===== src/rtl/spi_mem_pkg.sv =====
// Shared types and constants for the SPI memory responder.
// States, opcodes and address-phase length.
package spi_mem_pkg;

    typedef enum logic [2:0] {
        IDLE,
        CMD,
        ADDR,
        RD_DATA,
        WR_DATA,
        IGNORE
    } state_t;

    localparam logic [7:0] OP_READ  = 8'h03;
    localparam logic [7:0] OP_WRITE = 8'h02;

    localparam int ADDR_PHASE_BITS = 24;

endpackage


===== src/rtl/spi_pin_sync.sv =====
// Synchronizes the SPI pins into clk and produces one-clk
// edge pulses for sclk and cs_n.
module spi_pin_sync #(
    parameter int STAGES = 2
) (
    input  logic clk,
    input  logic rst,
    input  logic sclk,
    input  logic cs_n,
    input  logic mosi,
    output logic sclk_rise,
    output logic sclk_fall,
    output logic cs_fall,
    output logic cs_rise,
    output logic cs_active,
    output logic mosi_s
);

    logic [STAGES-1:0] sclk_q;
    logic [STAGES-1:0] cs_q;
    logic [STAGES-1:0] mosi_q;
    logic              sclk_p;
    logic              cs_p;

    always_ff @(posedge clk) begin
        if (rst) begin
            sclk_q <= '0;
            cs_q   <= '1;
            mosi_q <= '0;
            sclk_p <= 1'b0;
            cs_p   <= 1'b1;
        end else begin
            sclk_q <= {sclk_q[STAGES-2:0], sclk};
            cs_q   <= {cs_q[STAGES-2:0], cs_n};
            mosi_q <= {mosi_q[STAGES-2:0], mosi};
            sclk_p <= sclk_q[STAGES-1];
            cs_p   <= cs_q[STAGES-1];
        end
    end

    // mosi has the same depth as sclk, so it is stable at the rise pulse
    assign mosi_s    = mosi_q[STAGES-1];
    assign cs_active = ~cs_q[STAGES-1];
    assign sclk_rise =  sclk_q[STAGES-1] & ~sclk_p;
    assign sclk_fall = ~sclk_q[STAGES-1] &  sclk_p;
    assign cs_fall   = ~cs_q[STAGES-1] &  cs_p;
    assign cs_rise   =  cs_q[STAGES-1] & ~cs_p;

endmodule


===== src/rtl/spi_mem_responder.sv =====
// SPI mode-0 target fronting a byte-wide synchronous memory.
// Supports READ 0x03 / WRITE 0x02 with 24-bit address bursts.
module spi_mem_responder
    import spi_mem_pkg::*;
#(
    parameter int ADDR_BITS   = 16,
    parameter int SYNC_STAGES = 2
) (
    input  logic                 clk,
    input  logic                 rst,
    input  logic                 sclk,
    input  logic                 cs_n,
    input  logic                 mosi,
    output logic                 miso,
    output logic                 miso_oe,
    output logic [ADDR_BITS-1:0] mem_addr,
    output logic                 mem_re,
    input  logic [7:0]           mem_rdata,
    output logic                 mem_we,
    output logic [7:0]           mem_wdata,
    output logic                 busy,
    output logic                 bad_cmd
);

    logic sclk_rise, sclk_fall;
    logic cs_fall, cs_rise;
    logic cs_active, mosi_s;
    logic rise, fall;

    spi_pin_sync #(
        .STAGES (SYNC_STAGES)
    ) u_sync (
        .clk       (clk),
        .rst       (rst),
        .sclk      (sclk),
        .cs_n      (cs_n),
        .mosi      (mosi),
        .sclk_rise (sclk_rise),
        .sclk_fall (sclk_fall),
        .cs_fall   (cs_fall),
        .cs_rise   (cs_rise),
        .cs_active (cs_active),
        .mosi_s    (mosi_s)
    );

    assign rise = sclk_rise & cs_active;
    assign fall = sclk_fall & cs_active;

    state_t               state, state_d;
    logic [4:0]           bit_cnt, bit_cnt_d;
    logic [23:0]          rx, rx_d, rx_nx;
    logic [7:0]           tx, tx_d;
    logic                 is_rd, is_rd_d;
    logic                 ld;
    logic                 inc, inc_d;
    logic                 miso_d, oe_d;
    logic                 re_d, we_d, bad_d;
    logic [ADDR_BITS-1:0] addr_d;
    logic [7:0]           wdata_d;

    assign rx_nx = {rx[22:0], mosi_s};
    assign busy  = (state != IDLE);

    always_ff @(posedge clk) begin
        if (rst) begin
            state     <= IDLE;
            bit_cnt   <= '0;
            rx        <= '0;
            tx        <= '0;
            is_rd     <= 1'b0;
            ld        <= 1'b0;
            inc       <= 1'b0;
            miso      <= 1'b0;
            miso_oe   <= 1'b0;
            mem_addr  <= '0;
            mem_re    <= 1'b0;
            mem_we    <= 1'b0;
            mem_wdata <= '0;
            bad_cmd   <= 1'b0;
        end else begin
            state     <= state_d;
            bit_cnt   <= bit_cnt_d;
            rx        <= rx_d;
            tx        <= tx_d;
            is_rd     <= is_rd_d;
            ld        <= mem_re;
            inc       <= inc_d;
            miso      <= miso_d;
            miso_oe   <= oe_d;
            mem_addr  <= addr_d;
            mem_re    <= re_d;
            mem_we    <= we_d;
            mem_wdata <= wdata_d;
            bad_cmd   <= bad_d;
        end
    end

    always_comb begin
        state_d   = state;
        bit_cnt_d = bit_cnt;
        rx_d      = rx;
        tx_d      = tx;
        is_rd_d   = is_rd;
        inc_d     = 1'b0;
        miso_d    = miso;
        oe_d      = miso_oe;
        addr_d    = mem_addr;
        re_d      = 1'b0;
        we_d      = 1'b0;
        wdata_d   = mem_wdata;
        bad_d     = bad_cmd;

        // read data arrives one clk after the strobe
        if (ld) tx_d = mem_rdata;
        if (inc) addr_d = mem_addr + ADDR_BITS'(1);

        if (cs_rise) begin
            state_d   = IDLE;
            bit_cnt_d = '0;
            miso_d    = 1'b0;
            oe_d      = 1'b0;
        end else begin
            unique case (state)
                IDLE: begin
                    if (cs_fall) begin
                        state_d   = CMD;
                        bit_cnt_d = '0;
                        oe_d      = 1'b1;
                    end
                end
                CMD: begin
                    if (rise) begin
                        rx_d      = rx_nx;
                        bit_cnt_d = bit_cnt + 5'd1;
                        if (bit_cnt == 5'd7) begin
                            bit_cnt_d = '0;
                            unique case (1'b1)
                                (rx_nx[7:0] == OP_READ): begin
                                    state_d = ADDR;
                                    is_rd_d = 1'b1;
                                end
                                (rx_nx[7:0] == OP_WRITE): begin
                                    state_d = ADDR;
                                    is_rd_d = 1'b0;
                                end
                                default: begin
                                    state_d = IGNORE;
                                    bad_d   = 1'b1;
                                end
                            endcase
                        end
                    end
                end
                ADDR: begin
                    if (rise) begin
                        rx_d      = rx_nx;
                        bit_cnt_d = bit_cnt + 5'd1;
                        if (bit_cnt == 5'(ADDR_PHASE_BITS - 1)) begin
                            bit_cnt_d = '0;
                            addr_d    = rx_nx[ADDR_BITS-1:0];
                            if (is_rd) begin
                                re_d    = 1'b1;
                                state_d = RD_DATA;
                            end else begin
                                state_d = WR_DATA;
                            end
                        end
                    end
                end
                RD_DATA: begin
                    if (fall) begin
                        miso_d = tx[7];
                        tx_d   = {tx[6:0], 1'b0};
                    end else if (rise) begin
                        bit_cnt_d = bit_cnt + 5'd1;
                        if (bit_cnt == 5'd7) begin
                            bit_cnt_d = '0;
                            addr_d    = mem_addr + ADDR_BITS'(1);
                            re_d      = 1'b1;
                        end
                    end
                end
                WR_DATA: begin
                    if (rise) begin
                        rx_d      = rx_nx;
                        bit_cnt_d = bit_cnt + 5'd1;
                        if (bit_cnt == 5'd7) begin
                            bit_cnt_d = '0;
                            wdata_d   = rx_nx[7:0];
                            we_d      = 1'b1;
                            inc_d     = 1'b1;
                        end
                    end
                end
                IGNORE: begin
                    miso_d = 1'b0;
                end
                default: begin
                    state_d = IDLE;
                end
            endcase
        end
    end

endmodule


===== config.mk =====
export PLATFORM = sky130hd
export DESIGN_NAME = spi_mem_responder
export DESIGN_NICKNAME = d
export VERILOG_FILES = /design/src/rtl/spi_mem_pkg.sv /design/src/rtl/spi_pin_sync.sv /design/src/rtl/spi_mem_responder.sv
export SDC_FILE = /design/constraint.sdc
export NUM_CORES = 1
export LEC_CHECK = 0
export ABC_AREA = 1
export CAP_MARGIN = 20
export CORE_MARGIN = 2
export CORE_UTILIZATION = 56
export CTS_CLUSTER_SIZE = 8
export DETAILED_ROUTE_END_ITERATION = 10
export PLACE_DENSITY = 0.8
export SYNTH_ARGS = -nofsm -noshare
export SYNTH_HDL_FRONTEND = slang
export SYNTH_HIERARCHICAL = 1
export SYNTH_SLANG_ARGS = --single-unit

===== constraint.sdc =====
create_clock -name clk -period 1.7 [get_ports clk]
set_input_delay 0.34 -clock clk [delete_from_list [all_inputs] [get_ports clk]]
set_output_delay 0.34 -clock clk [all_outputs]
set_load 0.1 [all_outputs]

Yosys cells after proc, flatten, opt, wreduce, memory -nomap -nowiden
Cells that the tools add are included.
{"block": "word_totals", "mem_bits_ro": 0, "out_inout_bits": 30, "mem_count": 0, "inputBits": 13, "ramBits": 0, "register_bits": 70, "latch_bits": 0, "wordCells": 106}
{"block": "classes", "multipliers": 0, "addsub": 2, "magnitude_cmp": 0, "div_mod_pow": 0, "muxes": 37, "shifts": 0, "n_bitwise": 14, "n_eq_ne": 16, "n_reduce_logical": 19}
{"cell": "16-bit two-way mux", "n": 7}
{"cell": "8-bit two-way mux", "n": 4}
{"cell": "16-bit case mux with 2 select lines", "n": 1}
{"cell": "5-bit two-way mux", "n": 6}
{"cell": "3-bit two-way mux", "n": 7}
{"cell": "5-bit case mux with 4 select lines", "n": 1}
{"cell": "16-bit by 1-bit adder with 16-bit output, second input constant", "n": 1}
{"cell": "8-bit by 2-bit == test with 1-bit output, second input constant", "n": 2}
{"cell": "2-bit inequality test, second input constant", "n": 7}
{"cell": "3-bit case mux with 4 select lines", "n": 1}
{"cell": "5-bit AND reduction", "n": 2}
{"cell": "3-bit OR reduction", "n": 3}
{"cell": "1-bit inverter", "n": 8}
{"cell": "4-bit AND reduction", "n": 2}
{"cell": "1-bit two-way mux", "n": 7}
{"cell": "1-bit AND", "n": 6}
{"cell": "3-bit by 2-bit == test with 1-bit output, second input constant", "n": 2}
{"cell": "3-bit == test, second input constant", "n": 2}
{"cell": "1-bit case mux with 2 select lines", "n": 3}
{"cell": "6-bit AND reduction", "n": 1}
{"cell": "2-bit OR reduction", "n": 3}
{"cell": "5-bit by 1-bit adder with 5-bit output, second input constant", "n": 1}
{"cell": "5-bit by 3-bit == test with 1-bit output, second input constant", "n": 1}
{"cell": "5-bit == test, second input constant", "n": 1}
{"cell": "7 further kinds", "n": 9}

Longest topological paths before layout
Gate-level depths: netlist (run 1).
{"block": "logic_depth", "ltp_word": 7, "depth_mapped": 14, "depth_no_buf": 14}

Cells and area by module
Netlist (run 1), hierarchy kept.
{"module": "spi_mem_responder", "seq_area_each_um2": 1241.2, "area_per_inst_um2": 3554.7, "instances": 1, "cells_each": 560}
{"module": "spi_pin_sync", "seq_area_each_um2": 160.2, "area_per_inst_um2": 246.5, "instances": 1, "cells_each": 31}

Worst setup path after synthesis (run 1)
Ideal clock, no wire load.
{"block": "synth_timing", "path_type": "reg-to-reg", "from": "reg mem_addr[0]", "to": "reg mem_addr[8]", "t_required_ns": 1.587, "path_slack_ns": -0.620, "stages_incl_launch_ff": 11, "path_buffers": 0, "synth_period_minus_slack_ns": 2.320, "setup_ns": 0.113, "t_arrival_ns": 2.207, "path_cell_list": "dfxtp_1 ha_1 nand2_1 nor2_2 nand3_1 nand2_1 nand2_1 nand3_1 nand3_1 nand2_1 nand2_1"}
{"block": "synth_via", "elab_chain_cells": 7, "elab_cells_between_ends": 9, "cone_classes": "add/sub: 1; mux: 8"}
{"element": "from (decl)", "line": "spi_mem_responder.sv:16", "rtl": "output logic [ADDR_BITS-1:0] mem_addr,"}
{"element": "from (signal assigned)", "line": "spi_mem_responder.sv:90", "rtl": "mem_addr <= addr_d;"}
{"element": "16-bit by 1-bit adder with 16-bit output (*)", "line": "spi_mem_responder.sv:115, spi_mem_responder.sv:178"}
{"element": "16-bit two-way mux", "line": "spi_mem_responder.sv:115", "rtl": "if (inc) addr_d = mem_addr + ADDR_BITS'(1);"}
{"element": "16-bit two-way mux", "line": "spi_mem_responder.sv:176", "rtl": "if (bit_cnt == 5'd7) begin"}
{"element": "16-bit two-way mux", "line": "spi_mem_responder.sv:174", "rtl": "end else if (rise) begin"}
{"element": "16-bit two-way mux", "line": "spi_mem_responder.sv:171", "rtl": "if (fall) begin"}
{"element": "16-bit case mux with 2 select lines", "line": "spi_mem_responder.sv:123", "rtl": "unique case (state)"}
{"element": "16-bit two-way mux (*)", "line": "spi_mem_responder.sv:117", "rtl": "if (cs_rise) begin"}
Every way passes the cells marked *; elsewhere a longest branch is shown, timed or not.
A chain may end at the register's enable or synchronous reset.

Worst setup path after layout (run 1)
{"block": "layout_timing", "from": "reg state[0]", "to": "out busy"}
{"block": "layout_via", "elab_chain_cells": 1}
{"element": "from (decl)", "line": "spi_mem_responder.sv:49", "rtl": "state_t state, state_d;"}
{"element": "from (signal assigned)", "line": "spi_mem_responder.sv:81", "rtl": "state <= state_d;"}
{"element": "3-bit nonzero test", "line": "spi_mem_responder.sv:62", "rtl": "assign busy = (state != IDLE);"}
{"element": "to (decl)", "line": "spi_mem_responder.sv:21", "rtl": "output logic busy,"}
No other way between the ends.

==> summary.md, run 1 <==
| Metric | Value |
|---|---|
| Vias per cell | 5.64 |
| Syn Nets | 606 |
| Hold Path Origin | u_sync/sclk_q[0]$_SDFF_PP0_ |
| RSZ-0062 raised after global routing | true |
| Status | finished with violations |
| ANT cells | 0 |
| Max Freq | 0.585 GHz |
| Die W | 86.4 um |
| Reg2Reg Setup Slack | 0 ps |
| Post-synth cell types | 37 |
| Violated checks | negative setup slack |
| Tot GR Track Use | 0.286 |
| Utilization after layout | 0.767 |
| Synth warn | 6 |
| Final count of hold timing violations | 0 |
| Beginning of the critical path | state[0]$_SDFFE_PP0P_ |
| Mapped Area | 3800 um^2 |
| CTS Buffer Depth | 2 |
| Total Power | 4100 uW |
| Layout cells sized above 1 | 0.220 |
| Vias in the first global route | 3,944 |
| # IOs | 43 |
| Slew Viols, Final | 0 |
| Min-delay worst type | reg -> reg |
| Fin crit period | 1710 ps |
| DPL Wire Length | 7.29 mm |
| Leakage power | 0.00213 uW |
| Slew @ Worst Pin | 466 ps |
| Type of origin of the critical path | flop |
| Syn Area/Cell | 6.43 um^2 |
| I/O Buffers | 42 |
| Post-route design area | 5130 um^2 |
| Clock slew at reported path FFs | 80 ps |
| Reg2Reg Launch Point | u_sync/sclk_q[1]$_SDFF_PP0_ |
| Clock Latency Late Sink | 350 ps |
| Hold_buf cts | 0 |
| TritonCTS clock tree | done |
| H-Tree Depth | 3 |
| Post-synth ARST share | 0 |
| Vias | 4,154 |
| Initial detailed-routing violation count | 356 |
| Initial Util | 0.569 |
| Post-synthesis sequential area ratio | 0.369 |
| First-pass GRT wire length | 17.2 mm |
| Hold Path Stages | 2 |
| Final period utilization | 1.00 |
| Sw Ratio | 0.309 |
| Placer Congestion | 0.954 |
| Pre-CTS setup slack | -22.1 ps |
| Root Buffer | clkbuf_8 |
| # rows | 30 |
| Hold EP | u_sync/sclk_q[1]$_SDFF_PP0_ |
| Max cap viols | 0 |
| Relative slew slack | 0.689 |
| Initial antenna violation count | 0 |
| Critical path capture point type | output port |
| Layout area overhead | 34.9% |
| CP Data Arrival Time | 1370 ps |
| CP Cell Sequence | buf_4 -> nor3_2 -> inv_1 -> buf_12 |
| Post-synth EDFFs | 0 |
| Yosys reg bits | 70 |
| Final setup viols | 1 |
| Commonest non-fill, non-tap cell in the layout | nand2_1 |
| DRC Markers | 0 |
| Clock sink total | 70 |
| Die height | 86.4 um |
| Final WL | 10.4 mm |
| Most frequent cells in the layout | nand2_1 (149), inv_1 (75), nor2_1 (55) |
| Reg-to-reg endpoint | mem_addr[6]$_SDFF_PP0_ |
| Comb power frac | 0.200 |
| Main synth FF type | dfxtp_1 |
| NumNets Final | 666 |
| Cells on worst reg2reg path | 12 |
| Setup WS post-layout | -8.28 ps |
| Pint | 2830 uW |
| CTS Buf Count | 9 |
| Slowest cell on crit path | dfxtp_1 |
| PwrDens | 799 nW/um^2 |
| Switching power | 1260 uW |
| Hold WS | 411 ps |
| Worst IR drop on VDD | 0.000828 V |
| Placed Area | 4730 um^2 |
| Critical path depth in cells | 4 |
| Synth Instances | 591 |
| CP delay by family, top | buffers and inverters |
| CP max stage delay | 380 ps |
| Clock Power Share | 0.376 |
| Antenna Nets Post-Route | 0 |
| WL per Instance | 14.1 um |
| Max FO, Critical Path | 5 |
| Die area | 7460 um^2 |
| WS Path Type | reg -> out |
| CP required | 1360 ps |
| Setup Skew | 12.4 ps |
| Flop pwr share | 0.424 |
| CORE AREA | 6680 um^2 |
| Largest net degree at the start of global routing | 31 |
| DR pass1 iterations | 5 |
| Buf/Inv on CP | 3 |
| Grt total ovfl | 0 |
-- cell usage after synthesis (all sizes together), types with 2 or more instances --
master	count	area (um^2)
xnor2	2	17.5
a21oi	45	236
nor3	5	30.0
o22ai	5	31.3
inv	86	323
nand2	159	607
xor2	2	17.5
nand4	7	50.1
o21bai	2	15.0
buf	13	83.8
o21ai	57	293
nand3	57	308
clkbuf	6	22.5
o211ai	2	15.0
ha	2	25.0
nor2	65	284
dfxtp	70	1400
-- worst reg2reg max path, delay by kind of cell (launching register included) --
family,cells,cell delay (ps)
simple gates,8,710
buf+inv,4,550
flops,1,350
-- power by group through the flow --
stage	sequential [uW]	combinational [uW]	clock, uW
4_1_cts	1730	769	1550
6_report	1740	818	1540
5_1_grt	1740	896	1610
3_3_place_gp	1750	704	0
2_1_floorplan	1750	509	0
3_5_place_dp	1750	711	0
-- layout make-up --
type	instances	area, um^2
Clock buffer	10	128
Clock inverter	6	92.6
Fill cell	489	1560
Inverter	86	327
Multi-Input combinational cell	416	2100
Sequential cell	70	1450
Tap cell	80	100
Timing Repair Buffer	68	932
-- worst max path at each step --
stage | end | slack (ps)
after CTS | mem_addr[7]$_SDFF_PP0_ | -1
final | busy | -8
after global routing | mem_addr[10]$_SDFF_PP0_ | -90
after floorplan | mem_addr[8]$_SDFF_PP0_ | 2
after global placement | mem_addr[12]$_SDFF_PP0_ | 70
after detailed placement | mem_addr[12]$_SDFF_PP0_ | -20
-- state kept, by name, indices dropped and copies added, names as in the netlist, 2 cells and up --
register / cells
state: 3
u_sync/mosi_q: 2
bit_cnt: 5
u_sync/sclk_q: 2
u_sync/cs_q: 2
mem_wdata: 8
mem_addr: 16
tx: 8
rx: 15
-- stage by stage --
step	setup TNS, ps	cells
final	-8.28	736
after global routing	-1330	736
after floorplan	0	591
after CTS	-1.35	736
after global placement	0	716
after detailed placement	-25.1	716
-- kinds of logic after synthesis --
logic type,share of synthesized area
XOR/XNOR,0.00922
flip-flops,0.369
buffers and inverters,0.113
adder cells (fa/ha/maj),0.00658
AO/OA/AOI/OAI,0.159
AND/OR/NAND/NOR,0.344
-- what timing repair did --
item,4_1_cts,5_1_grt
gates resized for setup,16,26
setup buffers,4,0
gates cloned,0,0
pin swaps,12,8
setup endpoints to repair,24,40
-- metal layers --
layer	up-vias	GRT usage	routed length (um)
met3	42	0.0552	595
met1	1933	0.330	4230
met5	-	0	0
met2	168	0.495	5200
met4	0	0.159	381
li1	2011	-	-
(Power assumes the default switching activity.)
==> inputs of run 2 (changes only) <==
--- a/config.mk
+++ b/config.mk
@@ -5,13 +5,13 @@
 export SDC_FILE = /design/constraint.sdc
 export NUM_CORES = 1
 export LEC_CHECK = 0
-export ABC_AREA = 1
 export CAP_MARGIN = 20
 export CORE_MARGIN = 2
-export CORE_UTILIZATION = 56
+export CORE_UTILIZATION = 55
 export CTS_CLUSTER_SIZE = 8
 export DETAILED_ROUTE_END_ITERATION = 10
-export PLACE_DENSITY = 0.8
+export GPL_ROUTABILITY_DRIVEN = 0
+export PLACE_DENSITY = 0.79
 export SYNTH_ARGS = -nofsm -noshare
 export SYNTH_HDL_FRONTEND = slang
 export SYNTH_HIERARCHICAL = 1
==> summary.md, run 2 <==
| Metric | Value |
|---|---|
| Status | finished with violations |
| Violated checks | negative setup slack |
| Tot GR Track Use | 0.319 (+0.0332) |
| Flop pwr share | 0.479 (+0.055) |
| Xor and xnor area share after synthesis | 0.0386 (+0.0294) |
| Vias | 3,798 (-8.6%) |
| Final count of hold timing violations | 0 (unchanged) |
| Placed Area | 4700 um^2 (-0.74%) |
| Post-synth EDFFs | 0 (unchanged) |
| Slew @ Worst Pin | 665 ps (+199 ps) |
| Utilization after layout | 0.889 (+0.121) |
| Post-synthesis sequential area ratio | 0.412 (+0.0436) |
| Slew Viols, Final | 0 (unchanged) |
| Root Buffer | clkbuf_8 |
| Antenna Nets Post-Route | 0 (unchanged) |
| TritonCTS clock tree | done |
| Most frequent cells in the layout | buf_4 (64), nor2_1 (47), dfxtp_1 (47) |
| Pint | 2540 uW (-10%) |
| PwrDens | 646 nW/um^2 (-19%) |
| CP delay by family, top | simple AND/OR/NAND/NOR gates |
| Synth area leaders | dfxtp_1 (41%), mux2i_1 (10%), nor2_1 (5.4%) |
| CP Data Arrival Time | 2230 ps (+860 ps) |
| Post-synth ARST share | 0 (unchanged) |
| ANT cells | 0 (unchanged) |
| First-pass GRT wire length | 16.4 mm (-4.4%) |
| Pre-CTS setup slack | -355 ps (-333 ps) |
| Mapped Area | 3400 um^2 (-11%) |
| Setup Skew | 12.3 ps (-0.103 ps) |
| Post-synthesis mux area share | 0.100 (+0.100) |
| Cells on worst reg2reg path | 5 (-7) |
| Critical path capture point type | flop |
| Synth warn | 6 (unchanged) |
| Synth cell count leaders | dfxtp_1 (70), nor2_1 (49), mux2i_1 (34) |
| Clock Latency Late Sink | 370 ps (+20 ps) |
| Most area-hungry cell type in the Yosys netlist | dfxtp_1 |
| Vias in the first global route | 3,447 (-13%) |
| Post-route design area | 5290 um^2 (+3.2%) |
| Die height | 82.6 um (-4.4%) |
| Die area | 6830 um^2 (-8.5%) |
| Largest family of logic cells by synthesized area | simple AND/OR/NAND/NOR gates |
| Setup WS post-layout | -286 ps (-278 ps) |
| Initial Util | 0.571 (+0.00188) |
| Top flop regs | mem_addr (16), rx (15) |
| DPL Wire Length | 6.50 mm (-11%) |
| Post-Synth Adder-Cell Area | 0.00736 (+0.000778) |
| Vias per cell | 6.70 (+19%) |
| Largest net degree at the start of global routing | 44 (+42%) |
| Clock sink total | 70 (unchanged) |
| Main synth FF type | dfxtp_1 |
| Initial antenna violation count | 0 (unchanged) |
| DR pass1 iterations | 7 (+2) |
| Type of origin of the critical path | flop |
| Slowest cell on crit path | nor3_1 |
| DRC Markers | 0 (unchanged) |
| Commonest non-fill, non-tap cell in the layout | buf_4 |
| # rows | 28 (-6.7%) |
| CTS Buffer Depth | 2 (unchanged) |
| Max FO, Critical Path | 5 (unchanged) |
| WS Path Type | reg -> reg |
| Sw Ratio | 0.256 (-0.0524) |
| Switching power | 876 uW (-31%) |
| Clock slew at reported path FFs | 90 ps (about the same) |
| Hold Path Origin | u_sync/cs_q[0]$_SDFF_PP1_ |
| Clock Power Share | 0.455 (+0.079) |
| CP required | 1940 ps (+580 ps) |
| Synth Area in Simple Gates | 0.232 (-0.112) |
| Syn Area/Cell | 8.74 um^2 (+36%) |
| Syn Nets | 404 (-33%) |
| Hold Path Stages | 1 (-1) |
| Leakage power | 0.00214 uW (+0.49%) |
| CTS Buf Count | 9 (unchanged) |
| Synth Instances | 389 (-34%) |
| Fin crit period | 1990 ps (+278 ps) |
| Reg-to-reg endpoint | is_rd$_SDFFE_PP0P_ |
| Reg2Reg Launch Point | rx[4]$_SDFFE_PP0P_ |
| # IOs | 43 (unchanged) |
| Relative slew slack | 0.553 (-0.136) |
| Final period utilization | 1.17 (+0.164) |
| Placed cells | 540 (-25%) |
| Final WL | 12.8 mm (+23%) |
| Initial detailed-routing violation count | 647 (+82%) |
| RSZ-0062 raised after global routing | true |
| Largest reg by FF count | mem_addr |
| Hold EP | u_sync/cs_q[1]$_SDFF_PP1_ |
| Buf/Inv on CP | 0 (-3) |
| Max cap viols | 0 (unchanged) |
| Post-synth cell types | 58 (+57%) |
| Grt total ovfl | 0 (unchanged) |
| WL per Instance | 22.6 um (+60%) |
| Final setup viols | 50 (+49) |
| NumNets Final | 502 (-25%) |
| Compound-cell area share of the yosys netlist | 0.167 (+0.00811) |
| Reg2Reg Setup Slack | -290 ps (-290 ps) |
| I/O Buffers | 42 (unchanged) |
| Most common cell in the synthesized netlist | dfxtp_1 |
| Layout cells sized above 1 | 0.394 (+0.175) |
| Post-Layout Cell Count | 567 (-23%) |
| Hold_buf cts | 0 (unchanged) |
| CORE AREA | 5960 um^2 (-11%) |
| Die W | 82.6 um (-4.4%) |
| H-Tree Depth | 3 (unchanged) |
| Worst IR drop on VDD | 0.000689 V (-17%) |
| Top-area cell type share of the netlist area | 0.412 (+0.0436) |
| Yosys reg bits | 70 (unchanged) |
| Max reg flops | 16 (unchanged) |
| CP Cell Sequence | nor3_1 -> nand2_1 -> nor3_4 -> mux2i_1 -> nor2_1 |
| Comb power frac | 0.066 (-0.134) |
| CP max stage delay | 590 ps (+210 ps) |
| Layout area overhead | 55.7% |
| Min-delay worst type | reg -> reg |
| Max Freq | 0.503 GHz (-14%) |
==> run 2: cell types whose count changed after synthesis, moves of 8 or more <==
cell      previous run  this run
nand3_1             54        11
nor2_1              57        49
a211oi_1             0         9
o21ai_0             48         8
nand2_1            155        29
nor2b_1              0        15
inv_1               79         7
mux2i_1              0        34
a21oi_1             42        10
==> run 2: stage by stage <==
step,TNS (ps),hold slack (ps),power (uW)
CTS,-379,424,3340
global route,-7240,463,3480
global placement,-2350,388,1850
floorplan,-284,383,1770
finish,-4670,443,3420
detailed placement,-6240,407,1860
==> run 2: cell type report <==
type / instances / area (um^2)
well taps: 75 / 93.8
fillers: 234 / 663
clock buffers: 11 / 163
clock inverters: 5 / 62.6
flip-flops and latches: 70 / 1470
multi-input cells: 287 / 2180
inverters: 7 / 26.3
repair buffers: 112 / 1290
==> run 2: timing repair <==
item / in CTS / in global routing
pin swaps: 4 / 13
gates resized for setup: 26 / 49
cloned: 0 / 1
setup buffers: 7 / 5
endpoints found under the setup margin: 52 / 56
==> run 2: cells by family (layout without fill, tap and decap cells) <==
family,count (synthesis),in the layout
AO/OA/AOI/OAI,81,81
XOR/XNOR,15,15
adder cells (fa/ha/maj),2,2
buffers and inverters,32,135
flip-flops,70,70
multiplexers,34,34
AND/OR/NAND/NOR,155,155
==> run 2: layer usage <==
| metal | global-route usage | part of all wire | up-vias |
|---|---|---|---|
| li1 | - | - | 1615 |
| met1 | 0.410 | 0.37 | 1762 |
| met2 | 0.515 | 0.47 | 323 |
| met3 | 0.0641 | 0.11 | 98 |
| met4 | 0.149 | 0.052 | 0 |
| met5 | 0 | 0 | - |
==> run 2: power groups by stage <==
stage          logic [uW]  clock network [uW]  registers (uW)
2_1_floorplan        86.6                   0            1680
3_3_place_gp          179                   0            1680
3_5_place_dp          183                   0            1680
4_1_cts               196                1510            1640
5_1_grt               235                1610            1640
6_report              224                1560            1640
==> run 2: worst max path at each step <==
stage,from,end,slack (ps),cells past startpoint
floorplan,bit_cnt[1]$_SDFFE_PP0P_,mem_wdata[0]$_SDFFE_PP0P_,-30,8
global placement,rst,mem_addr[11]$_SDFF_PP0_,-200,5
detailed placement,rst,mem_addr[14]$_SDFF_PP0_,-350,5
CTS,u_sync/cs_p$_SDFF_PP1_,bit_cnt[2]$_SDFFE_PP0P_,-80,6
global route,rx[4]$_SDFFE_PP0P_,is_rd$_SDFFE_PP0P_,-370,5
finish,rx[4]$_SDFFE_PP0P_,is_rd$_SDFFE_PP0P_,-290,5
